### config.mk
export PLATFORM = sky130hd
export DESIGN_NAME = stage_f
export DESIGN_NICKNAME = d
export VERILOG_FILES = /design/src/rtl/stage_f.sv
export SDC_FILE = /design/constraint.sdc
export NUM_CORES = 1
export LEC_CHECK = 0
export CAP_MARGIN = 10
export CORE_MARGIN = 2
export CORE_UTILIZATION = 48
export DETAILED_ROUTE_END_ITERATION = 8
export PLACE_DENSITY = 0.82
export REMOVE_ABC_BUFFERS = 1
export SYNTH_ARGS = -nofsm -noshare
export SYNTH_HDL_FRONTEND = slang
export SYNTH_SLANG_ARGS = --single-unit
### constraint.sdc
create_clock -name clk -period 3.1 [get_ports clk]
set_input_delay 0.31 -clock clk [delete_from_list [all_inputs] [get_ports clk]]
set_output_delay 0.31 -clock clk [all_outputs]
set_load 0.1 [all_outputs]
### src/rtl/stage_f.sv
// Fetch stage for a dual-ISA (ARM / RISC-V) pipeline with a request/acknowledge
// instruction-memory port. At most one request is outstanding; redirects win over stalls.
module stage_f (
    input  logic        clk,
    input  logic        rst,
    input  logic        arm,
    input  logic        stallF,
    input  logic        PCSrcE,
    input  logic [31:0] PCTargetE,
    input  logic        PCSrcW,
    input  logic [31:0] ResultW,
    output logic        IReqF,
    output logic [31:0] IAddrF,
    input  logic        IAckF,
    input  logic [31:0] IRdataF,
    output logic [31:0] PCF,
    output logic [31:0] PCPlus4F,
    output logic [31:0] RDD
);

    typedef enum logic [1:0] {
        S_REQ,
        S_HOLD,
        S_DRAIN
    } state_t;

    state_t      state_q, state_d;
    logic [31:0] pc_q, pc_d;
    logic [31:0] rdd_q, rdd_d;
    logic [31:0] buf_q, buf_d;
    logic [31:0] old_pc_q, old_pc_d;

    logic        redirect;
    logic [31:0] target;
    logic        ack;

    always_comb begin
        redirect = arm ? PCSrcW : PCSrcE;
        target   = arm ? ResultW : PCTargetE;
        IReqF    = !rst && (state_q != S_HOLD);
        // In DRAIN the memory is still servicing the pre-redirect address.
        IAddrF   = (state_q == S_DRAIN) ? old_pc_q : pc_q;
        ack      = IAckF && IReqF;
        PCF      = pc_q;
        PCPlus4F = pc_q + 32'd4;
        RDD      = rdd_q;
    end

    always_comb begin
        state_d  = state_q;
        pc_d     = pc_q;
        rdd_d    = rdd_q;
        buf_d    = buf_q;
        old_pc_d = old_pc_q;

        case (state_q)
            S_REQ: begin
                if (ack) begin
                    if (redirect) begin
                        pc_d  = target;
                        rdd_d = 32'b0;
                    end else if (!stallF) begin
                        rdd_d = IRdataF;
                        pc_d  = pc_q + 32'd4;
                    end else begin
                        buf_d   = IRdataF;
                        state_d = S_HOLD;
                    end
                end else if (redirect) begin
                    old_pc_d = pc_q;
                    pc_d     = target;
                    if (!stallF) begin
                        rdd_d = 32'b0;
                    end
                    state_d  = S_DRAIN;
                end else if (!stallF) begin
                    rdd_d = 32'b0;
                end
            end

            S_HOLD: begin
                if (redirect) begin
                    buf_d   = 32'b0;
                    pc_d    = target;
                    if (!stallF) begin
                        rdd_d = 32'b0;
                    end
                    state_d = S_REQ;
                end else if (!stallF) begin
                    rdd_d   = buf_q;
                    pc_d    = pc_q + 32'd4;
                    state_d = S_REQ;
                end
            end

            S_DRAIN: begin
                // The youngest redirect wins; the draining word is always thrown away.
                if (redirect) begin
                    pc_d = target;
                end
                if (ack) begin
                    state_d = S_REQ;
                end
                if (!stallF) begin
                    rdd_d = 32'b0;
                end
            end

            default: begin
                state_d = S_REQ;
            end
        endcase
    end

    always_ff @(posedge clk) begin
        if (rst) begin
            state_q  <= S_REQ;
            pc_q     <= 32'b0;
            rdd_q    <= 32'b0;
            buf_q    <= 32'b0;
            old_pc_q <= 32'b0;
        end else begin
            state_q  <= state_d;
            pc_q     <= pc_d;
            rdd_q    <= rdd_d;
            buf_q    <= buf_d;
            old_pc_q <= old_pc_d;
        end
    end

endmodule

==> results.md <==
- Complex-gate fraction of the synthesized area: 0.2473
- Vias in the first global route: approximately 7400
- Global route total overflow: 0
- Tot Pwr: approximately 0.0067 W
- Die height: 128.5 um
- Post-Synth Adder-Cell Area: 0.008412
- Core Box Area: between 0.015 and 0.02 sq mm
- Final Setup Violations: 0
- Pwr Density: 642.6 mW/mm^2
- Cts bufs inserted: 17
- Clock Sinks: 130
- Clk_lat worst skew: 420 ps
- Max-cap violations: 0
- #FFs+latches synth: 130
- Xor/xnor share of the synthesized area: 0.03415
- Top routing layer used: met4
- Internal Power: 0.003784 W
- Async set-reset flop share out of synthesis: 0
- Critical Path Fanout Max: 10
- Syn Std Cell Area: 0.007437 sq mm
- DP Wirelength: roughly 18000 um
- Met2 routed WL: 12230 um
- RSZ-0062 raised after global routing: false
- Drt first pass iters: 5
- YS warnings: 0
- Synth cell types: 64
- Clock root buffer: clkbuf_16
- Final TNS setup: 0 ps
- Clock share of power: 0.302
- WP data arrival: 2690 ps
- IO Pins: 232
- Largest net degree at the start of global routing: 50
- PortBufs: 231
- Top cell type's share of synthesized area: 0.3499
- Clk slew on worst S/H paths: 60 ps
- Final #Nets: 1217
- Top delay family on crit path: simple AND/OR/NAND/NOR gates
- Longest Clk Path Bufs: 2
- Sw power: 0.002918 W
- Startpoint Class: flop
- Slew HR: 0.3025
- Hold Fails Final Rpt: 0
- Worst min path class: primary input to flop
- Residual DRC count: 0
- Final Max Tran Viols: 0
- Period utilization: 0.9678
- Multiplexer share of the synthesized area: 0.07974
- Antenna-violating nets left: 0
- Crit Path Category: flop to output port
- Post-synth EDFFs: 0
- Worst setup EP type: output port
- Total GRT Usage: 0.3123
- Sequential fraction of the synthesis area: 0.3499
- CP Cell Sequence: nand4_4, or4_1, nor3b_2, xnor2_1, buf_12
- Status: finished, final reports clean
- Initial antenna violation count: 0
- Largest family of logic cells by synthesized area: compound AO/OA/AOI/OAI gates
- Achievable Freq: 0.3333 GHz
- Sequential Power Share: 0.285
- Dominant cell type by area after synthesis: dfxtp_1
- CP peak stage delay: ~690 ps
- Maximum VDD drop: ~370 uV
- Ant diodes: 0
- Met1 Wirelength: around 11000 um
- Gate power share: 0.414
- Initial core utilization: 0.4910
- H-tree levels: 4
- DRT Wirelength: 26170 um
- Worst Max-Slew Pin Slew: 1046 ps
- Switch share: 0.4355
- Clk_skew: ~5.6 ps
- DRT iter0 DRCs: 737
- Post-synthesis cell count: 915
- Die area: 0.01651 sq mm
- DR WL/cell: 19.99 um
- CP Buf/Inv Count: 1
- Fraction of layout cells with a size suffix above 1: 0.2016
- Required time of the worst setup path: 2790 ps
- Worst path slowest cell: or4_1
- First-pass GRT wire length: 40420 um
- Routed vias/inst: 6.021
- Post-layout min period: 3000 ps
- GP Congestion: 0.9464
- Top post-synthesis cells by area: dfxtp_1 (35%), a21oi_1 (6.5%), mux2_2 (5.1%), nand2_1 (5.0%), nor2_1 (3.8%)
- CTS tree: built
- WL met3: approximately 2500 um
- Area grow syn2layout: 40.24%
- Leak: around 4.2 nW
- Mapped Avg Cell Area: 8.128 sq um
- Main synth FF type: dfxtp_1
- Synth Area in Simple Gates: 0.2157
- Row cnt: 45
- DR vias: a little under 8000
- Die Width: 128.5 um
-- layout make-up --
type / instances / area (sq um)
fillers: 1276 / 4716
multi-input cells: 675 / 4378
flip-flops and latches: 130 / 2605
repair buffers: 271 / 2565
clock buffers: 21 / 470.5
well taps: 188 / 235.2
clock inverters: 10 / 123.9
inverters: 14 / 52.55
-- path summary, 6_finish.rpt --
| kind | start | endpoint | slack, ps | cells past startpoint |
|---|---|---|---|---|
| worst max-delay path | PCF[8]$_SDFFE_PP0N_ | PCPlus4F[26] | 100 | 5 |
| worst min-delay path | rst | PCF[4]$_SDFFE_PP0N_ | 350 | 4 |
| worst min register to register | RDD[8]$_SDFFE_PP0P_ | RDD[8]$_SDFFE_PP0P_ | 450 | 1 |
| worst max register to register | state_q[0]$_SDFFE_PP0P_ | PCF[20]$_SDFFE_PP0N_ | 270 | 7 |
-- power groups by stage --
stage	combinational, W	sequential, W	clock [W]
floorplan	0.00140	0.00243	0
global placement	0.00274	0.00193	0
detailed placement	0.00275	0.00194	0
CTS	0.00276	0.00190	0.00204
global route	0.00287	0.00192	0.00212
finish	0.00277	0.00191	0.00202
-- through the flow --
step / util / cell area, sq um / worst slack [ps] / hold slack, ps / instances
floorplan: - / 7008 / -1379 / 379.1 / 819
global placement: 0.6483 / 9819 / 399.7 / 432.9 / 1278
detailed placement: 0.6483 / 9819 / 353.6 / 438.1 / 1278
CTS: 0.6876 / 10410 / 69.47 / 337.1 / 1309
global route: 0.6886 / 10430 / 2.895 / 372.0 / 1309
finish: 0.6886 / 10430 / 99.81 / 352.3 / 1309
-- routing by layer --
| metal | track usage | up-vias |
|---|---|---|
| met4 | 0.07111 | 0 |
| li1 | - | 3713 |
| met5 | 0 | - |
| met2 | 0.5128 | 412 |
| met3 | 0.08399 | 31 |
| met1 | 0.4123 | 3725 |
-- worst reg2reg max path: cells and delay by family, from the launching register on --
kind,cells,cell delay (ps)
flip-flops,1,380
adder cells (fa/ha/maj),1,470
AO/OA/AOI/OAI,3,910
buffers and inverters,1,80
AND/OR/NAND/NOR,2,840
-- synth_stat cells, types with 18 or more instances --
cell      instances
a21oi_1          97
a22o_1           28
mux2_2           34
dfxtp_1         130
nand3_1          18
nor2_1           76
o21ai_0          31
clkbuf_1         47
a21o_1           25
xnor2_1          23
mux2i_1          21
buf_2            34
nor3b_1          36
nand2_1         100
-- timing repair --
item,in CTS,in global routing
hold buffers,0,0
hold endpoints to repair,0,0
setup endpoints to repair,0,4
resized for setup,0,4
setup buffers,0,0
-- layout by cell type (no fill, tap or decap), types with 17 or more instances in the layout --
| master | netlist | layout |
|---|---|---|
| nor3b_1 | 36 | 36 |
| buf_4 | 7 | 121 |
| mux2_2 | 34 | 34 |
| a21o_1 | 25 | 25 |
| nor2_1 | 76 | 75 |
| xnor2_1 | 23 | 23 |
| dfxtp_1 | 130 | 128 |
| clkdlybuf4s50_1 | 0 | 133 |
| nand2_1 | 100 | 100 |
| nand3_1 | 18 | 17 |
| mux2i_1 | 21 | 20 |
| a22o_1 | 28 | 28 |
| o21ai_0 | 31 | 31 |
| clkbuf_16 | 0 | 17 |
| a21oi_1 | 97 | 97 |
-- logic make-up (layout without fill, tap and decap cells) --
logic type               Yosys count  count (layout)
adder cells (fa/ha/maj)            5               5
multiplexers                      55              55
buffers and inverters            110             316
XOR/XNOR                          29              29
AO/OA/AOI/OAI                    278             278
flip-flops                       130             130
AND/OR/NAND/NOR                  308             308
-- registers in the layout, indices dropped and copies added (netlist names) --
name and cells:
state_q 2, buf_q 32, RDD 32, PCF 32
old_pc_q 32
Note: power is estimated with default switching activity, not from simulation.
